[src/rtl/ahblite_busmatrix_arbiter_ram_rr.sv]
// Round-robin arbiter for the shared SRAM output stage of the AHB-Lite bus matrix (DCODE, SYSTEM, DMA).
// Latency: grant registered, visible the cycle after the HREADY edge that decided it; no input-to-output path.
// Backpressure: every register holds while HREADY_Outputstage_RAM is low; optional lock hold via ARB_RAM_LOCK_EN.
module ahblite_busmatrix_arbiter_ram_rr #(
    parameter int unsigned MAX_INCR_BEATS = 16
) (
    input  logic       HCLK,
    input  logic       HRESETn,
    input  logic       REQ_DCODE,
    input  logic       REQ_SYSTEM,
    input  logic       REQ_DMA,
    input  logic       HREADY_Outputstage_RAM,
    input  logic       HSEL_Outputstage_RAM,
    input  logic [1:0] HTRANS_Outputstage_RAM,
    input  logic [2:0] HBURST_Outputstage_RAM,
`ifdef ARB_RAM_LOCK_EN
    input  logic       HMASTLOCK_Outputstage_RAM,
`endif
    output logic [1:0] PORT_SEL_ARBITER_RAM,
    output logic       PORT_NOSEL_ARBITER_RAM
);

    localparam logic [1:0] TR_IDLE   = 2'b00;
    localparam logic [1:0] TR_BUSY   = 2'b01;
    localparam logic [1:0] TR_NONSEQ = 2'b10;
    localparam logic [1:0] TR_SEQ    = 2'b11;

    localparam logic [1:0] PORT_NONE   = 2'b00;
    localparam logic [1:0] PORT_DCODE  = 2'b01;
    localparam logic [1:0] PORT_SYSTEM = 2'b10;
    localparam logic [1:0] PORT_DMA    = 2'b11;

    localparam logic [7:0] INCR_INIT = 8'(MAX_INCR_BEATS - 1);

    typedef enum logic [1:0] {
        ST_ARB   = 2'b00,
        ST_FIXED = 2'b01,
        ST_INCR  = 2'b10
    } state_t;

    state_t     state;
    logic [7:0] beat_cnt;
    logic [1:0] last_grant;
    logic [1:0] selport;
    logic       noport;

    logic       any_req;
    logic [1:0] winner;
    logic [1:0] arb_sel;
    logic       arb_noport;
    logic       burst_fixed;
    logic       burst_incr;
    logic [7:0] burst_init;
    logic       hold_lock;

    // Round-robin search starting at the port after the last grant
    always_comb begin
        any_req = REQ_DCODE | REQ_SYSTEM | REQ_DMA;
        winner  = PORT_NONE;
        case (last_grant)
            PORT_DCODE: begin
                if (REQ_SYSTEM)     winner = PORT_SYSTEM;
                else if (REQ_DMA)   winner = PORT_DMA;
                else if (REQ_DCODE) winner = PORT_DCODE;
            end
            PORT_SYSTEM: begin
                if (REQ_DMA)         winner = PORT_DMA;
                else if (REQ_DCODE)  winner = PORT_DCODE;
                else if (REQ_SYSTEM) winner = PORT_SYSTEM;
            end
            default: begin
                if (REQ_DCODE)       winner = PORT_DCODE;
                else if (REQ_SYSTEM) winner = PORT_SYSTEM;
                else if (REQ_DMA)    winner = PORT_DMA;
            end
        endcase
        // With nobody requesting, keep the port "selected" only while the slave is addressed
        arb_sel    = any_req ? winner : PORT_NONE;
        arb_noport = any_req ? 1'b0 : ~HSEL_Outputstage_RAM;
    end

    // Decode burst type of the current address phase into the beat budget to hold the grant for
    always_comb begin
        burst_fixed = 1'b0;
        burst_incr  = 1'b0;
        burst_init  = 8'd0;
        case (HBURST_Outputstage_RAM)
            3'b001:         begin burst_incr  = 1'b1; burst_init = INCR_INIT; end
            3'b010, 3'b011: begin burst_fixed = 1'b1; burst_init = 8'd3;      end
            3'b100, 3'b101: begin burst_fixed = 1'b1; burst_init = 8'd7;      end
            3'b110, 3'b111: begin burst_fixed = 1'b1; burst_init = 8'd15;     end
            default: ;
        endcase
    end

`ifdef ARB_RAM_LOCK_EN
    assign hold_lock = HMASTLOCK_Outputstage_RAM;
`else
    assign hold_lock = 1'b0;
`endif

    // Arbitration FSM: advances only on HREADY, holds grant through bursts and locked sequences
    always_ff @(posedge HCLK or negedge HRESETn) begin
        if (!HRESETn) begin
            state      <= ST_ARB;
            beat_cnt   <= 8'd0;
            last_grant <= PORT_DMA;
            selport    <= PORT_NONE;
            noport     <= 1'b1;
        end else if (HREADY_Outputstage_RAM && !hold_lock) begin
            case (state)
                ST_ARB: begin
                    if (!noport && HTRANS_Outputstage_RAM == TR_NONSEQ && burst_fixed) begin
                        beat_cnt <= burst_init;
                        state    <= ST_FIXED;
                    end else if (!noport && HTRANS_Outputstage_RAM == TR_NONSEQ && burst_incr) begin
                        beat_cnt <= burst_init;
                        state    <= ST_INCR;
                    end else begin
                        selport <= arb_sel;
                        noport  <= arb_noport;
                        if (any_req) last_grant <= winner;
                    end
                end
                ST_FIXED, ST_INCR: begin
                    if (HTRANS_Outputstage_RAM == TR_SEQ && beat_cnt > 8'd1) begin
                        beat_cnt <= beat_cnt - 8'd1;
                    end else if (HTRANS_Outputstage_RAM != TR_BUSY) begin
                        // Last beat, budget exhausted, or early termination by IDLE/NONSEQ
                        beat_cnt <= 8'd0;
                        state    <= ST_ARB;
                        selport  <= arb_sel;
                        noport   <= arb_noport;
                        if (any_req) last_grant <= winner;
                    end
                end
                default: begin
                    state <= ST_ARB;
                end
            endcase
        end
    end

    assign PORT_SEL_ARBITER_RAM   = selport;
    assign PORT_NOSEL_ARBITER_RAM = noport;

    // TR_IDLE is implied by the fall-through arms above; reference it to document the encoding
    logic unused_idle;
    assign unused_idle = (HTRANS_Outputstage_RAM == TR_IDLE);

endmodule

[config.mk]
export PLATFORM = sky130hd
export DESIGN_NAME = ahblite_busmatrix_arbiter_ram_rr
export DESIGN_NICKNAME = d
export VERILOG_FILES = /design/src/rtl/ahblite_busmatrix_arbiter_ram_rr.sv
export SDC_FILE = /design/constraint.sdc
export NUM_CORES = 1
export LEC_CHECK = 0
export BUFFER_PORTS_ARGS = -buffer_cell sky130_fd_sc_hd__buf_2
export CORE_MARGIN = 2
export CORE_UTILIZATION = 55
export DETAILED_ROUTE_END_ITERATION = 10
export PLACE_DENSITY = 0.87
export REMOVE_ABC_BUFFERS = 1
export SLEW_MARGIN = 20
export SYNTH_ARGS = -nofsm -noshare
export SYNTH_HDL_FRONTEND = slang
export SYNTH_SLANG_ARGS = --single-unit
export TNS_END_PERCENT = 20
[constraint.sdc]
create_clock -name HCLK -period 2.7 [get_ports HCLK]
set_clock_uncertainty 0.1 [all_clocks]
set_input_delay 0.405 -clock HCLK [delete_from_list [all_inputs] [get_ports HCLK]]
set_output_delay 0.405 -clock HCLK [all_outputs]
set_load 0.1 [all_outputs]
# Word-level counts from Yosys, hierarchy flattened
# Index checks and enable logic that the tools add are counted.
# W data, S select, Z words.
totals:
  ff_bits: 15
  in_bits: 12
  out_inout_bits: 3
  wordCells: 86
classes:
  n_addsub: 1
  magnitude_cmp: 1
  eq_ne: 20
  muxes: 41
  bitwise_logic: 3
  reduce_logical: 15
ops:
  columns: ["operator", "count"]
  rows:
  - ["$mux W2", 22]
  - ["$mux W8", 4]
  - ["$pmux W2 S2", 4]
  - ["$pmux W8 S2", 1]
  - ["$eq A3 B3 Y1 const B", 4]
  - ["$pmux W4 S3", 1]
  - ["$eq A2 B2 Y1 const B", 4]
  - ["$gt A8 B1 Y1 const B", 1]
  - ["$mux W1", 8]
  - ["$ne A2 B2 Y1 const B", 4]
  - ["$reduce_and A4 Y1", 2]
  - ["$sub A8 B1 Y8 const B", 1]
  - ["$eq A3 B2 Y1 const B", 2]
  - ["$ne A3 B3 Y1 const B", 2]
  - ["$reduce_and A6 Y1", 1]
  - ["$reduce_or A2 Y1", 3]
  - ["$reduce_or A6 Y1", 1]
  - ["$eq A2 B1 Y1 const B", 2]
  - ["$logic_and A1 B1 Y1", 4]
  - ["$eq A3 B1 Y1 const B", 1]
  - ["$reduce_or A3 Y1", 1]
  - ["$logic_not A2 Y1", 1]
  - ["$ne A2 B1 Y1 const B", 1]
  - ["$or A1 B1 Y1", 2]
  - ["other kinds (4)", 4]

# Depth between registers and ports, before layout
# Gate-level depths: netlist of the first run.
logic_depth:
  ltp_word: 8
  mapped_depth: 7
  mapped_depth_nobuf: 6

# Worst setup path before layout of the first run
# No wires, ideal clock.
synth_timing:
  path_type: "reg-to-reg"
  startpoint: "reg noport, in the netlist PORT_NOSEL_ARBITER_RAM"
  endpoint: "reg selport[0], in the netlist PORT_SEL_ARBITER_RAM[0]"
  setup_time_ns: 0.066
  t_arrival_ns: 1.914
  required_ns: 2.534
  slack_ns: 0.620
  path_stages_with_launch: 5
  path_buffers: 0
  cell_sequence: "dfstp_2 and4bb_2 a211o_1 nor4_1 a21o_1"
synth_between:
  elab_chain_cells: 5
  word_cells_on_any_way: 7
  cone_classes: "eq/ne: 2; reduce/logical: 5"
synth_rtl:
  columns: ["element", "line_no", "text"]
  rows:
  - ["from (decl)", "45", "logic noport;"]
  - ["from (signal assigned)", "121", "noport <= arb_noport;"]
  - ["from (signal assigned)", "133", "noport <= arb_noport;"]
  - ["$logic_not A1 Y1 *", "113, 116", null]
  - ["$logic_and A1 B1 Y1 *", "113, 116", null]
  - ["$logic_and A1 B1 Y1, on equally long branches", "116, 113", null]
  - ["$ne A2 B2 Y1 (no source line)", null, null]
  - ["$reduce_and A6 Y1 (no source line) *", null, null]
  - ["to (signal assigned)", "120", "selport <= arb_sel;"]
  - ["to (signal assigned)", "132", "selport <= arb_sel;"]
  - ["to (decl)", "44", "logic [1:0] selport;"]
# Mark *: on every way between the ends. The rest lies on a longest branch, timed or not.
# A chain may end at the register's enable or synchronous reset.

# Final worst setup path of the first run
layout_timing:
  startpoint: "reg beat_cnt[0]"
  endpoint: "reg beat_cnt[7]"
layout_between:
  elab_chain_cells: 4
  word_cells_on_any_way: 7
  cone_classes: "add/sub: 1; order compare: 1; eq/ne: 1; mux: 2; reduce/logical: 2"
layout_rtl:
  columns: ["element", "line_no", "text"]
  rows:
  - ["from (decl)", "42", "logic [7:0] beat_cnt;"]
  - ["from (signal assigned)", "114", "beat_cnt <= burst_init;"]
  - ["from (signal assigned)", "117", "beat_cnt <= burst_init;"]
  - ["from (signal assigned)", "127", "beat_cnt <= beat_cnt - 8'd1;"]
  - ["$gt A8 B1 Y1", "126", "if (HTRANS_Outputstage_RAM == TR_SEQ && beat_cnt > 8'd1) begin"]
  - ["$logic_and A1 B1 Y1", "126", null]
  - ["$ne A3 B3 Y1 (no source line) or $mux W8 (tied branches)", null, null]
  - ["$reduce_and A4 Y1 (no source line) or $pmux W8 S2 (tied branches)", null, null]
# Parallel ways exist; a longest one is shown, timed or not.

==> results of run 1 <==
[report_power, final]
part	switching, W	total [W]	internal [W]
sequential	0.0000719	0.000389	0.000317
combinational	0.000442	0.000703	0.000262
clock	0.0000760	0.000131	0.0000551
total	0.000589	0.00122	0.000634
[synth_stat cells, types with 2 or more instances]
library cell / instances
ha_1: 5
o22ai_1: 4
or3_1: 2
o31ai_1: 2
a31oi_1: 3
inv_1: 10
dfstp_2: 3
dfrtp_1: 12
or3b_2: 2
a211oi_1: 3
or4_1: 2
nand3_1: 2
nor2b_1: 2
nor4_1: 3
o2bb2ai_1: 2
a21oi_1: 4
a21o_1: 4
nor3_1: 6
nand3b_1: 2
o21ai_0: 3
nand2_1: 5
mux2i_1: 2
o211ai_1: 2
mux2_2: 2
nand2b_1: 4
nor2_1: 5
[metrics by stage]
step,instances,instance area [um^2],hold WS [ns]
2_1_floorplan,110,1030,0.00941
3_5_place_dp,150,1140,0.230
5_1_grt,155,1170,0.155
4_1_cts,155,1170,0.159
3_3_place_gp,150,1140,0.227
6_report,155,1170,0.155
[kinds of logic after synthesis]
family / Yosys count
mux: 4
fa+ha+maj: 5
simple gates: 42
flops: 15
buf+inv: 11
compound gates: 34
[critical path: stages (launching register included)]
cell	delay, ns
dfrtp_1	0.44
inv_1	0.07
ha_1	0.23
or2_1	0.25
a31o_1	0.35
or4_1	0.53
mux2i_1	0.13
[registers in the layout, summed over array words and instances (netlist names)]
register / count
state: 2
PORT_NOSEL_ARBITER_RAM: 1
PORT_SEL_ARBITER_RAM: 2
beat_cnt: 8
last_grant: 2
[how the worst min path moves through the flow]
stage	slack (ns)	endpoint	cells past startpoint	startpoint
after floorplan	0.009	PORT_SEL_ARBITER_RAM[0]	0	HRESETn
after global placement	0.23	state[1]	1	HRESETn
after detailed placement	0.23	state[1]	1	HRESETn
after CTS	0.16	PORT_NOSEL_ARBITER_RAM	2	HSEL_Outputstage_RAM
after global routing	0.16	PORT_NOSEL_ARBITER_RAM	2	HSEL_Outputstage_RAM
final	0.16	PORT_NOSEL_ARBITER_RAM	2	HSEL_Outputstage_RAM
[layout make-up]
class,instances,area (um^2)
Inverter,10,37.5
Multi-Input combinational cell,85,611
Clock inverter,1,5.00
Timing Repair Buffer,16,87.6
Fill cell,150,572
Clock buffer,3,22.5
Tap cell,25,31.3
Sequential cell,15,379
[layer usage]
layer | GRT usage (%) | up-vias | wire [um] | part of all wire [%]
met4 | 12.2 | 0 | 35 | 1.6
met3 | 2.64 | 6 | 91 | 4.1
li1 | - | 463 | - | -
met5 | 0 | - | 0 | 0
met1 | 26.3 | 427 | 1000 | 46
met2 | 37.6 | 27 | 1070 | 49
==> impl_metrics.tcl, run 1 <==
set metrics [dict create \
    status "finished, final reports clean" \
    place_worst_setup_slack_ns 0.571 \
    start_util_pct 59.5 \
    avgSynthCellArea_um2 9.36 \
    drtIter0Drc 13 \
    rows 15 \
    via_count 923 \
    grt_overflow_total 0 \
    cts.sinks 15 \
    powerDensity_nw_per_um2 1040 \
    slew_headroom_pct 66.0 \
    drive_above_1_share_pct 22.3 \
    clkTransAtPathRegs_ns 0.09 \
    finalSetupTns_ns 0 \
    ctsHoldBuffers 1 \
    yosys_most_used_dff "dfrtp_1" \
    synth-adder-area-share_pct 6.02 \
    drv_cap 0 \
    worst_ep_required_time_ns 2.82 \
    syn_inst 111 \
    cts_buffers 3 \
    cts_tree "yes" \
    die_area_um2 2250 \
    dpl.hpwl_um 1660 \
    fin_crit_ns 2.16 \
    post_cts_resized 0 \
    max_freq_mhz 462 \
    reg2reg_to "beat_cnt[7]" \
    final_nets 148 \
    io_pins 15 \
    place_congestion 0.849 \
    start_kind "flop" \
    critPathCaptureType "flop" \
    crit_type "reg2reg" \
    grt_pass1_wl_um 3420 \
    yosys_warnings 0 \
    first_global_vias 871 \
    ys_seq_area_share_pct 36.5 \
    rsz0062_at_grt "false" \
    cp-startpoint "beat_cnt[0]" \
    setup_viol 0 \
    fp.dieH_um 47.5 \
    diodes 0 \
    drcViolationCount 0 \
    cts_root_buf "clkbuf_4" \
    async_reset_ff_share_pct 100 \
    rrSetupSlack_ns 0.54 \
    postCtsSetupRepairBufs 0 \
    power.total_w 0.00122 \
    maxSlewViolCount 0 \
    cts_buffer_depth 2 \
    synth_top_area_cell "dfrtp_1" \
    synth_cell_type_count 41 \
    synthTopCellsByArea "dfrtp_1 29%, dfstp_2 7.6%, ha_1 6.0%" \
    yosys.area.top_type_share_pct 28.9 \
    track_usage_pct 21.8 \
    synth_top_family_by_area "simple AND/OR/NAND/NOR gates" \
    antenna_found_initial 0 \
    synth_compound_gate_area_share_pct 23.9 \
    hold_viol_final 0 \
    final_antenna_net_count 0 \
    synthMuxAreaShare_pct 4.10 \
    fin_util_pct 67.2 \
    crit_end "beat_cnt[7]" \
    setup_ws_ns 0.536 \
    crit_fanout 11 \
    synth-edff-count 0 \
    cts-htree-levels 1 \
    syn_to_final_growth_pct 13.0 \
    core_area_um2 1750 \
    grt_max_degree 16 \
    rr_worst_depth 6 \
    synth-simple-area-share_pct 24.8 \
    synth-xor-area-share_pct 0 \
    min_period_over_period_pct 80.2 \
    layout_common_cells "14 x buf_2, 12 x dfrtp_1, 10 x inv_1" \
    clk-insertion-delay-late_ns 0.29 \
    leakagePower_nw 0.537 \
    worst_pin_slew_ns 0.506 \
    synth-seq-cells 15 \
    irDropWorstVdd_mv 0.875 \
    drt_pass1_iterations 4 \
    cp.arrival_ns 2.28 \
    port_buffers 14 \
    post_drt_wl_per_cell_um 14.2 \
    die_w_um 47.5 \
    viasPerCell 5.95 \
    hp-class "in2reg" \
    layout_commonest_cell "buf_2" \
    synthesis.area_um2 1040 \
    wirelength_um 2200 \
    reg2reg_from "beat_cnt[0]" \
]
No activity file was read; power rests on OpenSTA's default activity.
==> run 2: changes to the inputs <==
--- a/config.mk
+++ b/config.mk
@@ -7,9 +7,9 @@
 export LEC_CHECK = 0
 export BUFFER_PORTS_ARGS = -buffer_cell sky130_fd_sc_hd__buf_2
 export CORE_MARGIN = 2
-export CORE_UTILIZATION = 55
+export CORE_UTILIZATION = 50
 export DETAILED_ROUTE_END_ITERATION = 10
-export PLACE_DENSITY = 0.87
+export PLACE_DENSITY = 0.84
 export REMOVE_ABC_BUFFERS = 1
 export SLEW_MARGIN = 20
 export SYNTH_ARGS = -nofsm -noshare
==> constraint.sdc (replaced) <==
create_clock -name HCLK -period 1.8 [get_ports HCLK]
set_clock_uncertainty 0.1 [all_clocks]
set_input_delay 0.27 -clock HCLK [delete_from_list [all_inputs] [get_ports HCLK]]
set_output_delay 0.27 -clock HCLK [all_outputs]
set_load 0.1 [all_outputs]
==> impl_metrics.tcl, run 2 (same netlist as run 1, synthesis figures left out) <==
set metrics [dict create \
    min_from "HSEL_Outputstage_RAM" \
    hold_viol_final 0 \
    setup_viol 7 \
    post_drt_wl_per_cell_um 16.6 \
    die_area_um2 2460 \
    wl_met3_um 125 \
    internal-power_w 0.00128 \
    critPathCaptureType "flop" \
    start_kind "flop" \
    first_global_vias 1164 \
    grt_max_degree 16 \
    layout_commonest_cell "buf_4" \
    setup_ws_ns -0.0388 \
    fin_crit_ns 1.84 \
    track_usage_pct 26.7 \
    dp.cells 176 \
    powerDensity_nw_per_um2 1560 \
    drt_pass1_iterations 4 \
    crit_end "beat_cnt[4]" \
    top_layer "met4" \
    worst_ep_required_time_ns 1.91 \
    antenna_found_initial 0 \
    regMostFlops "beat_cnt" \
    syn_to_final_growth_pct 45.2 \
    cts_tree "yes" \
    met2WireLength_um 1660 \
    clkTransAtPathRegs_ns 0.09 \
    cp_cell_sequence "inv_2 > ha_4 > or3b_4 > or4_4 > mux2i_1" \
    crit_fanout 3 \
    comb_power_share_pct 67.3 \
    reg2reg_to "beat_cnt[4]" \
    drv_cap 0 \
    cts_root_buf "clkbuf_4" \
    grt_pass1_wl_um 5000 \
    drtIter0Drc 26 \
    place_congestion 0.869 \
    core_area_um2 1960 \
    switching_power_w 0.00107 \
    diodes 0 \
    final_cells 186 \
    via_count 1114 \
    p_clk_share_pct 8.1 \
    slowest_delay_ns 0.52 \
    io_pins 15 \
    power.total_w 0.00235 \
    slew_headroom_pct 68.0 \
    rsz0062_at_grt "true" \
    viasPerCell 5.99 \
    maxSlewViolCount 0 \
    layout_common_cells "27 x buf_4, 14 x buf_2, 12 x dfrtp_1" \
    crit_slowest_cell "or4_4" \
    finalSetupTns_ns -0.158 \
    worst_pin_slew_ns 0.483 \
    wl_met1_um 1270 \
    rrSetupSlack_ns -0.04 \
    fp.dieH_um 49.6 \
    wirelength_um 3090 \
    dpl.hpwl_um 2130 \
    max_freq_mhz 544 \
    rr_worst_depth 5 \
    final_nets 177 \
    failed_checks "setup timing" \
    crit_type "reg2reg" \
    drcViolationCount 0 \
    p_sw_share_pct 45.5 \
    start_util_pct 52.9 \
    cts.sinks 15 \
    cp-startpoint "beat_cnt[0]" \
    die_w_um 49.6 \
    drive_above_1_share_pct 47.8 \
    largest_register_ffs 8 \
    cts_buffer_depth 2 \
    cp.arrival_ns 1.95 \
    reg2reg_from "beat_cnt[0]" \
    leakagePower_nw 0.701 \
    port_buffers 14 \
    min_period_over_period_pct 102 \
    cts-htree-levels 1 \
    grt_overflow_total 0 \
    hp-class "in2reg" \
    status "complete, but fails checks" \
    seq_power_share_pct 24.6 \
    irDropWorstVdd_mv 1.14 \
    clk-insertion-delay-late_ns 0.28 \
    final_antenna_net_count 0 \
    rows 16 \
    cts_buffers 3 \
]
## run 2: cell types whose count changed in the layout (fill, tap and decap cells not counted), moves of 3 or more
cell,previous run,this run
buf_4,1,27
inv_1,10,6
ha_1,5,2
inv_2,0,4
nor3_1,6,2
buf_6,0,3
nor3_2,0,4
## run 2: area by class of cell
cell class / instances / area [um^2]
multi-input cells: 85 / 714
fillers: 135 / 454
flip-flops and latches: 15 / 379
repair buffers: 45 / 317
inverters: 10 / 37.5
well taps: 27 / 33.8
clock buffers: 4 / 26.3
## run 2: worst max-delay path, delay by kind of cell, from the launching register on
kind                     cells  cell delay, ns
AND/OR/NAND/NOR              2            0.90
adder cells (fa/ha/maj)      1            0.13
multiplexers                 1            0.14
buffers and inverters        1            0.08
flip-flops                   1            0.42
## run 2: layer usage
layer  vias to the layer above  GRT usage, %
li1                        520             -
met2                        32          50.7
met3                         4          6.67
met1                       558          28.4
met5                         -             0
met4                         0          8.33
## run 2: repair_timing
item	4_1_cts	5_1_grt
hold buffers	1	0
pin swaps	10	0
endpoints found under the hold margin	12	0
setup buffers	4	1
endpoints found under the setup margin	14	15
resized for setup	15	12
## run 2: per-stage QoR
step / cell area [um^2] / hold slack (ns) / worst slack (ns) / utilization [%]
after CTS: 1440 / 0.0116 / -0.0396 / 73.6
final: 1510 / 0.0326 / -0.0388 / 76.8
after detailed placement: 1320 / 0.0940 / -0.191 / 67.2
after global placement: 1320 / 0.0903 / -0.0970 / 67.2
after floorplan: 1030 / -0.126 / -0.280 / -
after global routing: 1510 / 0.0123 / -0.111 / 76.8
## run 2: worst min path at each step
stage / endpoint / cells past startpoint
after floorplan: PORT_SEL_ARBITER_RAM[0] / 0
after global placement: state[0] / 1
after detailed placement: state[1] / 1
after CTS: PORT_NOSEL_ARBITER_RAM / 2
after global routing: PORT_NOSEL_ARBITER_RAM / 2
final: PORT_NOSEL_ARBITER_RAM / 2
## run 2: power groups by stage
stage,logic [W],registers (W),clock network [W]
after CTS,0.00145,0.000570,0.000199
after detailed placement,0.00129,0.000572,0
after floorplan,0.000668,0.000738,0
after global placement,0.00123,0.000560,0
after global routing,0.00171,0.000594,0.000217
final,0.00158,0.000579,0.000192
==> run 3: changes to the inputs <==
--- a/config.mk
+++ b/config.mk
@@ -6,10 +6,11 @@
 export NUM_CORES = 1
 export LEC_CHECK = 0
 export BUFFER_PORTS_ARGS = -buffer_cell sky130_fd_sc_hd__buf_2
+export CAP_MARGIN = 20
 export CORE_MARGIN = 2
-export CORE_UTILIZATION = 50
+export CORE_UTILIZATION = 45
 export DETAILED_ROUTE_END_ITERATION = 10
-export PLACE_DENSITY = 0.84
+export PLACE_DENSITY = 0.78
 export REMOVE_ABC_BUFFERS = 1
 export SLEW_MARGIN = 20
 export SYNTH_ARGS = -nofsm -noshare
==> impl_metrics.tcl, run 3 (same netlist as run 1, synthesis figures left out) <==
set metrics [dict create \
    status "complete, but fails checks" \
    failed_checks "setup timing" \
    internal-power_w 0.00125 \
    slew_headroom_pct 67.7 \
    drive_above_1_share_pct 43.5 \
    start_kind "flop" \
    cts.sinks 15 \
    cts_tree "yes" \
    regMostFlops "beat_cnt" \
    cp_cell_sequence "inv_2 > ha_4 > buf_6 > or3b_4 > or4_4 > mux2i_1" \
    drt_pass1_iterations 5 \
    fp.dieH_um 52.0 \
    rows 17 \
    syn_to_final_growth_pct 39.3 \
    met3_usage_pct 3.45 \
    clkTransAtPathRegs_ns 0.10 \
    viasPerCell 5.80 \
    io_pins 15 \
    via_count 1056 \
    post_drt_wl_per_cell_um 15.2 \
    dp.cells 174 \
    grt_overflow_total 0 \
    cts_buffers 3 \
    met1_usage_pct 28.7 \
    finalSetupTns_ns -0.244 \
    design_area_um2 1450 \
    die_area_um2 2710 \
    switching_power_w 0.00103 \
    final_nets 172 \
    first_global_vias 1079 \
    diodes 0 \
    worst_pin_slew_ns 0.488 \
    final_antenna_net_count 0 \
    grt.busiest_layer "met2" \
    clk-insertion-delay-late_ns 0.29 \
    cp.arrival_ns 2.02 \
    fin_crit_ns 1.91 \
    comb_power_share_pct 66.0 \
    grt.met2_usage_pct 39.7 \
    antenna_found_initial 0 \
    slowest_delay_ns 0.51 \
    maxSlewViolCount 0 \
    place_congestion 0.905 \
    drv_cap 0 \
    track_usage_pct 23.6 \
    grt_pass1_wl_um 4630 \
    wirelength_um 2780 \
    layout_common_cells "23 x buf_4, 14 x buf_2, 12 x dfrtp_1" \
    crit_type "reg2reg" \
    dpl.hpwl_um 2030 \
    drcViolationCount 0 \
    powerDensity_nw_per_um2 1580 \
    cts-htree-levels 1 \
    port_buffers 14 \
    irDropWorstVdd_mv 1.38 \
    final_cells 182 \
    core_area_um2 2190 \
    cts_buffer_depth 2 \
    place_worst_setup_slack_ns -0.194 \
    cts_root_buf "clkbuf_4" \
    setup_viol 5 \
    fin_hold_ws_ns 0.0213 \
    setup_ws_ns -0.110 \
    p_sw_share_pct 45.3 \
    worst_ep_required_time_ns 1.91 \
    crit_buf_inv 2 \
    seq_power_share_pct 25.3 \
    place_area_um2 1300 \
    critPathCaptureType "flop" \
    crit_fanout 2 \
    rsz0062_at_grt "true" \
    hp-class "in2reg" \
    drtIter0Drc 18 \
    max_freq_mhz 524 \
    largest_register_ffs 8 \
    min_period_over_period_pct 106 \
    p_clk_share_pct 8.7 \
    layout_commonest_cell "buf_4" \
    crit_slowest_cell "or4_4" \
    hold_viol_final 0 \
    die_w_um 52.0 \
    grt_max_degree 16 \
    cpLargestDelayFamily "simple AND/OR/NAND/NOR gates" \
    leakagePower_nw 0.670 \
    start_util_pct 47.4 \
]
## run 3: cell count changes in the layout (fill, tap and decap cells not counted), sizes merged
cell | before | now
buf | 44 | 39
## run 3: per-layer routing
layer	share of wire (%)	up-vias
met5	0	-
met1	44	508
li1	-	507
met3	3.8	8
met4	2.9	0
met2	49	33
## run 3: worst paths after layout
check                                   startpoint  slack (ns)  cells past startpoint                      end
min reg2reg                PORT_SEL_ARBITER_RAM[0]        0.39                      1  PORT_SEL_ARBITER_RAM[0]
max in group asynchronous                  HRESETn        0.98                      2            last_grant[1]
min in group asynchronous                  HRESETn        0.32                      2                 state[1]
min                           HSEL_Outputstage_RAM        0.02                      2   PORT_NOSEL_ARBITER_RAM
max                                    beat_cnt[1]       -0.11                      6              beat_cnt[4]
max reg2reg                            beat_cnt[1]       -0.11                      6              beat_cnt[4]
## run 3: power groups by stage
stage               Sequential [W]  Clock, W  Combinational (W)
floorplan                 0.000738         0           0.000668
global placement          0.000567         0            0.00122
detailed placement        0.000576         0            0.00127
CTS                       0.000574  0.000200            0.00145
global route              0.000591  0.000218            0.00163
finish                    0.000578  0.000199            0.00151
## run 3: what timing repair did
item	CTS	global route
endpoints found under the hold margin	12	0
pin swaps	6	5
endpoints found under the setup margin	14	14
hold buffers	1	0
buffers inserted	3	0
gates resized for setup	16	5
## run 3: area by class of cell
class	instances	area, um^2
inverters	10	37.5
multi-input cells	85	693
repair buffers	40	275
well taps	28	35.0
fillers	167	744
clock buffers	4	26.3
flip-flops and latches	15	379
## run 3: worst register-to-register path, cell delays in order (launching register included)
cell	delay, ns
dfrtp_1	0.40
inv_2	0.10
ha_4	0.14
buf_6	0.09
or3b_4	0.37
or4_4	0.51
mux2i_1	0.14
## run 3: through the flow
stage | power (W) | utilization [%]
floorplan | 0.00141 | -
global placement | 0.00179 | 59.2
detailed placement | 0.00185 | 59.2
CTS | 0.00223 | 64.9
global route | 0.00244 | 66.0
finish | 0.00228 | 66.0
